File: config.mk
export PLATFORM = sky130hd
export DESIGN_NAME = fetch_stage
export DESIGN_NICKNAME = d
export VERILOG_FILES = /design/src/rtl/cpu_pkg.sv /design/src/rtl/branch_target.sv /design/src/rtl/d_ff_enable.sv /design/src/rtl/fetch_stage.sv
export SDC_FILE = /design/constraint.sdc
export NUM_CORES = 1
export LEC_CHECK = 0
export CAP_MARGIN = 15
export CORE_MARGIN = 2
export CORE_UTILIZATION = 60
export CTS_CLUSTER_DIAMETER = 200
export DETAILED_ROUTE_END_ITERATION = 10
export DONT_BUFFER_PORTS = 1
export GPL_TIMING_DRIVEN = 0
export PLACE_DENSITY = 0.84
export SYNTH_ARGS = -nofsm -noshare
export SYNTH_HDL_FRONTEND = slang
export SYNTH_SLANG_ARGS = --single-unit
export TNS_END_PERCENT = 100
File: constraint.sdc
create_clock -name clk -period 5.85 [get_ports clk]
set_input_delay 0.585 -clock clk [delete_from_list [all_inputs] [get_ports clk]]
set_output_delay 0.585 -clock clk [all_outputs]
set_load 0.005 [all_outputs]
File: src/rtl/cpu_pkg.sv
// Shared CPU constants: datapath widths and the architectural reset/bubble values.
package cpu_pkg;
    localparam int PC_W    = 64;
    localparam int INSTR_W = 32;

    localparam logic [PC_W-1:0]    RESET_PC  = 64'd0;
    // ADDI X31,X31,#0 -- architecturally a no-op, used as the IF/ID bubble.
    localparam logic [INSTR_W-1:0] NOP_INSTR = 32'h910003FF;
endpackage

File: src/rtl/branch_target.sv
// Branch target for the instruction sitting in ID: register target (BR) or
// PC-relative target from imm26 (B/BL) or imm19 (CBZ/B.cond), word-scaled.
module branch_target
    import cpu_pkg::*;
(
    input  logic [PC_W-1:0]    pc,
    input  logic [INSTR_W-1:0] instr,
    input  logic               br_uncond,
    input  logic               br_reg,
    input  logic [PC_W-1:0]    reg_target,
    output logic [PC_W-1:0]    target
);
    logic [PC_W-1:0] offset;
    logic            unused_opcode;

    // Opcode bits are decoded elsewhere; only the immediate fields matter here.
    assign unused_opcode = ^instr[31:26];

    // Sign-extend the selected immediate and scale by 4; register target wins.
    always_comb begin
        if (br_uncond) begin
            offset = {{36{instr[25]}}, instr[25:0], 2'b00};
        end else begin
            offset = {{43{instr[23]}}, instr[23:5], 2'b00};
        end
        // Plain 64-bit add: wrap-around is intentional and unflagged.
        target = br_reg ? reg_target : (pc + offset);
    end
endmodule

File: src/rtl/d_ff_enable.sv
// Generic register with synchronous active-high reset and load enable.
module d_ff_enable #(
    parameter int            SZ      = 1,
    parameter logic [SZ-1:0] RST_VAL = '0
) (
    input  logic          clk,
    input  logic          reset,
    input  logic          en,
    input  logic [SZ-1:0] d,
    output logic [SZ-1:0] q
);
    // Reset has priority over the load enable.
    always_ff @(posedge clk) begin
        if (reset) begin
            q <= RST_VAL;
        end else if (en) begin
            q <= d;
        end
    end
endmodule

File: src/rtl/fetch_stage.sv
// Instruction fetch stage: PC register, next-PC selection with one branch
// delay slot, and the IF/ID pipeline register with stall/flush control.
module fetch_stage
    import cpu_pkg::*;
#(
    parameter logic [63:0] RESET_PC  = cpu_pkg::RESET_PC,
    parameter logic [31:0] NOP_INSTR = cpu_pkg::NOP_INSTR
) (
    input  logic         clk,
    input  logic         reset,
    output logic [63:0]  imem_addr,
    input  logic [31:0]  imem_data,
    input  logic         stall,
    input  logic         flush_id,
    input  logic         take_branch,
    input  logic         br_uncond,
    input  logic         br_reg,
    input  logic [63:0]  reg_target,
    output logic [31:0]  instr_id,
    output logic [63:0]  pc_id,
    output logic [63:0]  pc_plus4_id,
    output logic         valid_id,
    output logic [31:0]  fetch_count
);
    logic [PC_W-1:0]    pc_q, pc_d, br_target;
    logic [INSTR_W-1:0] instr_d;
    logic               valid_d;
    logic [31:0]        count_d;
    logic               pc_en, ifid_en, load_en;

    // The PC register alone drives the memory address: no branch input reaches it combinationally.
    assign imem_addr = pc_q;

    // Target uses the IF/ID copy of the branch, so the instruction already being
    // fetched (the delay slot) still enters IF/ID normally.
    branch_target u_branch_target (
        .pc         (pc_id),
        .instr      (instr_id),
        .br_uncond  (br_uncond),
        .br_reg     (br_reg),
        .reg_target (reg_target),
        .target     (br_target)
    );

    // Next-PC: a stall freezes the PC (and drops a concurrent branch); otherwise branch target or sequential.
    always_comb begin
        pc_d = pc_q + 64'd4;
        if (take_branch) begin
            pc_d = br_target;
        end
        pc_en = ~stall;
    end

    // IF/ID controls: flush loads a bubble even under stall; a real load needs neither.
    always_comb begin
        ifid_en = flush_id | ~stall;
        load_en = ~flush_id & ~stall;
        instr_d = flush_id ? NOP_INSTR : imem_data;
        valid_d = ~flush_id;
        count_d = fetch_count + 32'd1;
    end

    d_ff_enable #(.SZ(PC_W), .RST_VAL(RESET_PC)) u_pc_ff (
        .clk(clk), .reset(reset), .en(pc_en), .d(pc_d), .q(pc_q)
    );

    d_ff_enable #(.SZ(INSTR_W), .RST_VAL(NOP_INSTR)) u_instr_ff (
        .clk(clk), .reset(reset), .en(ifid_en), .d(instr_d), .q(instr_id)
    );

    d_ff_enable #(.SZ(1), .RST_VAL(1'b0)) u_valid_ff (
        .clk(clk), .reset(reset), .en(ifid_en), .d(valid_d), .q(valid_id)
    );

    // The PC fields keep their old values across a flush.
    d_ff_enable #(.SZ(PC_W), .RST_VAL(64'd0)) u_pc_id_ff (
        .clk(clk), .reset(reset), .en(load_en), .d(pc_q), .q(pc_id)
    );

    d_ff_enable #(.SZ(PC_W), .RST_VAL(64'd4)) u_pc4_id_ff (
        .clk(clk), .reset(reset), .en(load_en), .d(pc_q + 64'd4), .q(pc_plus4_id)
    );

    // Counts accepted fetches; wraps naturally at 2^32.
    d_ff_enable #(.SZ(32), .RST_VAL(32'd0)) u_count_ff (
        .clk(clk), .reset(reset), .en(load_en), .d(count_d), .q(fetch_count)
    );
endmodule

* Yosys cells after proc, flatten, opt, wreduce, memory -nomap -nowiden
Index checks and enable logic that the tools add are counted.
** Storage, ports and cells
- Register bits after elaboration :: 257
- Bits of input ports :: 103
- Output and inout port bits :: 257
- Word-level logic and storage cells :: 17
** Cells by class
- $add $sub $neg :: 3
- Multiplexer cells :: 4
- Bitwise logic cells :: 4
** Operators with widths (number)
- 64-bit 2-to-1 mux :: 3
- 64-bit by 3-bit adder with 64-bit output, second input constant :: 1
- 64-bit adder :: 1
- 32-bit by 1-bit adder with 32-bit output, second input constant :: 1
- 32-bit 2-to-1 mux :: 1
- 1-bit inverter :: 2
- 1-bit AND :: 1
- 1-bit bitwise OR :: 1

* Depth between registers and ports, before layout
Gate-level depths: netlist of the first run.
- Depth after elaboration :: 4
- Gate-level depth with buffers :: 15
- Gate-level depth less buffers :: 12

* By module
From an unflattened synthesis of the first run, not the netlist that was laid out.
** Second synthesis, totals
- Cells, all modules :: 1960
- Area, all modules :: 16849.9 µm²
** Modules (own cells, without submodules)
- d_ff_enable (u_pc_ff ...) :: times used 2, cells each 206, area an instance 2290.9 µm², sequential area each 1281.2 µm²
- branch_target :: times used 1, cells each 695, area an instance 4510.6 µm², sequential area each 0.0 µm²
- fetch_stage :: times used 1, cells each 438, area an instance 3088.0 µm², sequential area each 0.0 µm²
- d_ff_enable (u_pc4_id_ff) :: times used 1, cells each 206, area an instance 2294.7 µm², sequential area each 1281.2 µm²
- d_ff_enable (u_instr_ff) :: times used 1, cells each 103, area an instance 1177.4 µm², sequential area each 640.6 µm²
- d_ff_enable (u_count_ff) :: times used 1, cells each 103, area an instance 1163.6 µm², sequential area each 640.6 µm²
- d_ff_enable (u_valid_ff) :: times used 1, cells each 3, area an instance 33.8 µm², sequential area each 20.0 µm²

* Worst setup path before layout of the first run
No wires, ideal clock.
- Kind :: input port to flip-flop
- From :: in br_uncond
- To :: reg u_pc_ff.q[59]
- Library setup time :: 0.060 ns
- Data arrival time :: 4.184 ns
- Data required time :: 5.790 ns
- Slack :: 1.605 ns
- Stages on the path :: 14
- Buffers on the path :: 2
- Cells stage by stage :: clkbuf_1 nand2b_1 nand2_1 ha_1 buf_6 a21o_1 a21oi_2 o2111ai_1 a22o_1 a31oi_4 o22ai_2 a211o_1 a2111oi_2 o221a_1
** On the way
- Word-level cells in the longest chain between the ends :: 4
** RTL lines
- start, declared :: line fetch_stage.sv:16 : input logic br_uncond,
- 64-bit 2-to-1 mux :: line branch_target.sv:21 : if (br_uncond) begin
- 64-bit adder :: line branch_target.sv:27 : target = br_reg ? reg_target : (pc + offset);
- 64-bit 2-to-1 mux :: line branch_target.sv:27
- 64-bit 2-to-1 mux :: line fetch_stage.sv:48 : if (take_branch) begin
- end signal, assigned :: line d_ff_enable.sv:15 : q <= RST_VAL;
- end signal, assigned :: line d_ff_enable.sv:17 : q <= d;
- end, declared :: line d_ff_enable.sv:10 : output logic [SZ-1:0] q
Every way passes these cells.
A chain may end at the register's enable or synchronous reset.

* Worst setup path in the final report of the first run
- From :: in br_uncond
- To :: reg u_pc_ff.q[49]
Same word-level chain as after synthesis.

==> out/results.txt, run 1 <==
RR Endpoint - u_pc_ff.q[56]
Number of input and output port buffers inserted - 0
Inserted Clock Buffers - 28
Area growth from synthesis to layout - 8.39%
Total of warnings raised by yosys - 0
Category of the most critical setup path - input pin to flop
Post-Synthesis Net Count - 2234
Leakage power - 6.28 nW
Final routed wirelength across all metal layers - 64400 um
Max Freq - 201 MHz
Number of nets in the layout - 2265
Largest net degree at the start of global routing - 25
DRC violation count after routing - 0
Starting DRT DRC Count - 1933
Die Height - 167 um
Vias/cell - 6.76
Routed vias - 16.6k
Data required time of the worst path - 6260 ps
Antenna violations before repair - 8
Proportion of netlist area held by the largest area contributor - 32.1%
Unrepaired setup endpoints after global routing - no
Startpoint kind of the worst setup timing path - input pin
Count of hold-fix buffers inserted at cts - 0
Time the final worst path needs with I/O delays and setup - 4970 ps
Overall overflow remaining after global route - 0
TritonCTS clock tree - done
Routed len/inst - 26.2 um
Worst-case clock skew - 12.4 ps
Vias in the first global route - 15.8k
Sum of net half-perimeters after detailed placement - 48700 um
Number of iterations in the first detailed-routing pass - 7
Post-synth top area cell - dfxtp_1
Hold path start - imem_data[5]
Remaining antenna violation count - 0
Total die area - 27800 um2
Number of post-CTS setup repair buffers - 0
Period Utilization, post-route - 85.0%
Core outline area - 26100 um2
Count of state elements after synthesis - 255
Type of element capturing the critical path - flop
Arrival time at the worst endpoint - 5390 ps
Setup-failing EPs final - 0
Number of maximum-capacitance violations - 0
Main synth FF type - dfxtp_1
Hold Fails Final Rpt - 0
Distinct cells, synth - 97
Synth async-reset ratio - 0%
Total negative setup slack - 0 ps
Startpoint of the worst setup timing path - br_uncond
Portion of the post-synthesis area used by sequential elements - 32.1%
Class of the tightest hold or removal check - input pin to flop
Effective utilization at floorplan - 61.0%
Wire length of the first global-routing pass - 95100 um
Worst reg2reg setup slack - 1320 ps
Post-synth EDFFs - 0
GR Util All Layers - 44.1%
Top-level port count - 360
CTS resizes - 0
H-tree depth reported by CTS - 1
Slew at the pin closest to its max-slew limit - 1190 ps
Worst slew slack as a fraction of its limit - 20.6%
Root buffer cell - clkbuf_16
Top cells by area in the synthesized netlist - dfxtp_1, nand2_1, a21oi_1
Share of layout cells above drive strength 1 - 6.94%
Most used cells in the layout excluding fill and tap cells - nand2_1, dfxtp_1, nor2_1
Result of the run - finished clean
Clk pin slew, worst setup/hold paths - 70 ps
Startpoint of the lowest-slack register-to-register path - u_instr_ff.q[23]
Synthesized cell area - 15900 um2
Max VDD drop - 0.253 mV
Clock tree buffer depth - 3
GP Congestion - 0.997
Most common cell after layout, fill and taps aside - nand2_1
Power density over cell area - 241 nW/um2
Clock latency on the worst-skew pair - 570 ps
Depth of the most critical reg-to-reg path - 13
Placement row count - 59
CTS sink count - 255
Last element of the critical path - u_pc_ff.q[49]
Die W - 167 um
Final number of max-transition violations - 0
Overall power of the completed layout - 4.16 mW
Cells after synthesis - 2067
Largest fanout on the critical path - 10
Mean Syn Cell Area - 7.70 um2
-- cells by family (layout without fill, tap and decap cells) --
kind of cell / Yosys count / after routing / share of synthesized area, %
AOI/OAI and AO/OA: 606 / 606 / 24.6
xor gates and xnor gates: 140 / 140 / 7.71
adders and majority gates: 64 / 64 / 5.08
buffers and inverters: 181 / 231 / 4.63
DFF: 255 / 255 / 32.1
muxes: 62 / 62 / 4.06
other: 0 / 7 / 0
and+or+nand+nor: 759 / 759 / 21.9
-- power breakdown --
part           internal, mW  switching (mW)
Combinational         0.170           0.357
Clock                 0.952           0.769
Sequential             1.80           0.108
Total                  2.93            1.23
-- cell usage after synthesis, drive strengths merged (33+ instances only) --
library cell and instances:
inv 33, a21oi 225, clkbuf 110, o21ai 113, ha 63, a211oi 86
buf 37, nand2 308, and3 35, nand3 51, xnor2 78, xor2 62
dfxtp 255, mux2i 42, nor2 235
-- worst min-delay path by stage --
stage	end	cells past startpoint	slack (ps)
floorplan	u_pc_id_ff.q[0]	2	450
finish	u_instr_ff.q[5]	2	150
global placement	u_pc_id_ff.q[0]	2	460
CTS	u_instr_ff.q[5]	2	150
detailed placement	u_pc4_id_ff.q[3]	2	480
global route	u_instr_ff.q[8]	2	160
-- critical path: stages --
cell and delay (ps):
clkbuf_1 440, clkbuf_1 490, mux2_2 400, ha_1 340, a21oi_1 370, o2111ai_1 180, a21oi_1 450, o32a_1 420
a21boi_0 870, o31ai_1 230, a21oi_1 280, xnor2_1 210, o22ai_1 110
-- final cells by class --
type                       count  area, um2
antenna                        7       17.5
buffer                       147        609
clock buffer                  38        800
clock inverter                11       70.1
fill                        2305       8820
inverter                      34        128
multi-input combinational   1631      10100
sequential                   255       5100
tap                          335        419
timing repair buffer           1       27.5
-- registers in the layout, summed over array words and instances, names as in the netlist --
register	cells
u_instr_ff.q	32
u_valid_ff.q	1
u_pc_ff.q	64
u_pc_id_ff.q	64
u_pc4_id_ff.q	62
u_count_ff.q	32
-- through the flow --
stage	std cells	utilization (%)	setup slack, ps	cell area (um2)	hold slack, ps
after floorplan	2067	-	1610	15900	446
after global placement	2402	62.6	72.5	16300	464
after detailed placement	2403	62.8	578	16400	482
after CTS	2452	66.1	1150	17200	147
after global routing	2457	66.1	871	17200	161
final	2459	66.2	877	17200	150
-- routing by layer --
layer	vias up	track usage [%]	part of all wire, %
met5	-	0	0.020
met4	2	24.0	6.6
met3	282	11.7	12
met2	1117	70.9	45
met1	7791	53.8	37
li1	7441	-	-
No activity file was read; power rests on OpenSTA's default activity.
==> inputs of run 2 (changes only) <==
--- a/config.mk
+++ b/config.mk
@@ -6,6 +6,7 @@
 export NUM_CORES = 1
 export LEC_CHECK = 0
 export CAP_MARGIN = 15
+export CORE_ASPECT_RATIO = 2
 export CORE_MARGIN = 2
 export CORE_UTILIZATION = 60
 export CTS_CLUSTER_DIAMETER = 200
==> run 2 against run 1 <==
  * Design area grew 0.15%
  * Largest cell class unchanged
  * Non-clock buffer count is the same
  * Clock-buffer cell count shrank 6
  * Flip-flop and latch count is the same
  * Total power grew 2.8%
  * Die area grew 0.28%
  * Combinational power grew 3%
  * Clock power grew 5%
  * Global-route usage grew 3.4 points
==> out/results.txt, run 2 (synthesis results as in run 1) <==
Startpoint of the lowest-slack register-to-register path - u_instr_ff.q[23]
Inserted Clock Buffers - 25 (-11%)
Number of nets in the layout - 2262 (-0.13%)
Wire length of the first global-routing pass - 99200 um (+4.3%)
Multi-input combinational cell area - 10100 um2 (about the same)
Vias in the first global route - 16.4k (+3.9%)
Result of the run - finished clean
Largest fanout on the critical path - 10 (unchanged)
Clock latency on the worst-skew pair - 570 ps (about the same)
Crit path setup slack, layout - 815 ps (-61.9 ps)
Worst slew slack as a fraction of its limit - 21.7% (+1.1 points)
Startpoint kind of the worst setup timing path - input pin
Routed vias - 16.7k (+0.67%)
Proportion of power drawn by flip-flops and latches - 44.8% (-1.2 points)
Class of the tightest hold or removal check - input pin to flop
Effective utilization at floorplan - 60.8% (-0.26 points)
Clock tree buffer depth - 3 (unchanged)
Total negative setup slack - 0 ps (unchanged)
Most used cells in the layout excluding fill and tap cells - nand2_1, dfxtp_1, nor2_1
Clock Power Share - 42.4% (+1.0 points)
Cell-internal power - 3.00 mW (+2.5%)
TritonCTS clock tree - done
Placement row count - 84 (+42%)
Worst-case hold path end point - u_instr_ff.q[8]
Worst-case clock skew - 11.3 ps (-1.09 ps)
Vias/cell - 6.79 (+0.39%)
Number of iterations in the first detailed-routing pass - 6 (-1)
Overall power of the completed layout - 4.27 mW (+2.8%)
Slew at the pin closest to its max-slew limit - 1170 ps (-16.5 ps)
Routed len/inst - 28.2 um (+7.7%)
Overall overflow remaining after global route - 0 (unchanged)
Final number of max-transition violations - 0 (unchanged)
Max VDD drop - 0.262 mV (+3.7%)
Starting DRT DRC Count - 1493 (-23%)
Number of maximum-capacitance violations - 0 (unchanged)
Remaining antenna violation count - 0 (unchanged)
Core outline area - 26200 um2 (+0.43%)
H-tree depth reported by CTS - 1 (unchanged)
Most common cell after layout, fill and taps aside - nand2_1
Category of the most critical setup path - input pin to flop
Number of input and output port buffers inserted - 0 (unchanged)
Data required time of the worst path - 6270 ps (about the same)
Die Height - 234 um (+40%)
Arrival time at the worst endpoint - 5460 ps (+70 ps)
Antenna violations before repair - 6 (-2)
RR Endpoint - u_pc_ff.q[60]
Hold Fails Final Rpt - 0 (unchanged)
Hold path start - imem_data[8]
Total die area - 27900 um2 (+0.28%)
Number of post-CTS setup repair buffers - 0 (unchanged)
Setup-failing EPs final - 0 (unchanged)
Count of hold-fix buffers inserted at cts - 0 (unchanged)
Top-level port count - 360 (unchanged)
CTS sink count - 255 (unchanged)
Switching Fraction - 29.9% (+0.19 points)
Period Utilization, post-route - 86.1% (+1.1 points)
Final routed wirelength across all metal layers - 69600 um (+8.0%)
Worst reg2reg setup slack - 1160 ps (-160 ps)
DRC violation count after routing - 0 (unchanged)
CTS resizes - 0 (unchanged)
Share of layout cells above drive strength 1 - 6.95% (+0.0099 points)
Depth of the most critical reg-to-reg path - 12 (-1)
Clk pin slew, worst setup/hold paths - 70 ps (about the same)
Die W - 119 um (-29%)
Power density over cell area - 248 nW/um2 (+2.6%)
Time the final worst path needs with I/O delays and setup - 5030 ps (+61.9 ps)
Root buffer cell - clkbuf_16
Largest net degree at the start of global routing - 38 (+52%)
Total area of sequential cells - 5100 um2 (unchanged)
GP Congestion - 1.07 (+7.3%)
Area growth from synthesis to layout - 8.54%
Unrepaired setup endpoints after global routing - no
Final hold slack - 143 ps (-7.46 ps)
Sum of net half-perimeters after detailed placement - 53900 um (+11%)
Type of element capturing the critical path - flop
Total net switching power - 1.28 mW (+3.4%)
Worst slack, placed - 499 ps (-79.1 ps)
Post-placement cell count - 2411 (+0.33%)
Gate power share - 12.7% (about the same)
GR Util All Layers - 47.4% (+3.4 points)
Max Freq - 199 MHz (-1.2%)
Number of stages on the worst hold path - 2 (unchanged)
Largest registers in the final layout - u_pc_ff.q x64, u_pc_id_ff.q x64, u_pc4_id_ff.q x62
Leakage power - 6.30 nW (+0.34%)
Count of placed standard cells in the final layout, fillers left out - 2466 (+0.28%)
Filler Cell Count - 2312 (+0.30%)
run 2: cell type report:
cell class | count | area share [%]
Buffer | 147 | 3.53
Clock inverter | 14 | 1.17
Antenna cell | 8 | 0.116
Sequential cell | 255 | 29.6
Multi-Input combinational cell | 1631 | 58.3
Inverter | 34 | 0.739
Clock buffer | 32 | 4.01
Timing Repair Buffer | 1 | 0.0652
Tap cell | 344 | 2.49
run 2: power groups by stage:
stage / logic [mW] / registers (mW) / clock network, mW
global route: 0.575 / 1.92 / 1.86
global placement: 0.505 / 1.95 / 0
finish: 0.545 / 1.92 / 1.81
CTS: 0.520 / 1.91 / 1.80
floorplan: 0.357 / 1.90 / 0
detailed placement: 0.516 / 1.95 / 0
run 2: layer usage:
metal | wire (um) | global-route usage, % | up-vias
li1 | - | - | 7440
met1 | 20600 | 42.5 | 7715
met2 | 32700 | 80.5 | 1140
met3 | 7000 | 13.8 | 450
met4 | 9280 | 52.3 | 0
met5 | 0 | 0 | -
run 2: worst max-delay path by stage:
| stage | cells after the start | slack [ps] | startpoint | endpoint |
|---|---|---|---|---|
| floorplan | 14 | 1610 | br_uncond | u_pc_ff.q[59] |
| global placement | 13 | 40 | br_uncond | u_pc_ff.q[59] |
| detailed placement | 13 | 500 | br_uncond | u_pc_ff.q[59] |
| CTS | 13 | 1060 | br_uncond | u_pc_ff.q[59] |
| global route | 13 | 660 | br_uncond | u_pc_ff.q[60] |
| finish | 13 | 820 | br_uncond | u_pc_ff.q[49] |
run 2: per-stage QoR:
| step | util (%) | instance area, um2 |
|---|---|---|
| 2_1_floorplan | - | 15900 |
| 5_1_grt | 65.9 | 17300 |
| 3_5_place_dp | 62.4 | 16300 |
| 6_report | 66.0 | 17300 |
| 3_3_place_gp | 62.4 | 16300 |
| 4_1_cts | 65.9 | 17200 |
run 2: critical path, stage by stage:
cell and delay, ps:
clkbuf_1 510, clkbuf_1 460, mux2_2 390, ha_1 370
a21oi_1 550, o2111ai_1 190, a21oi_1 620, o32a_1 380
a21boi_0 510, o31ai_1 220, a21oi_1 220, xnor2_1 300
o22ai_1 140
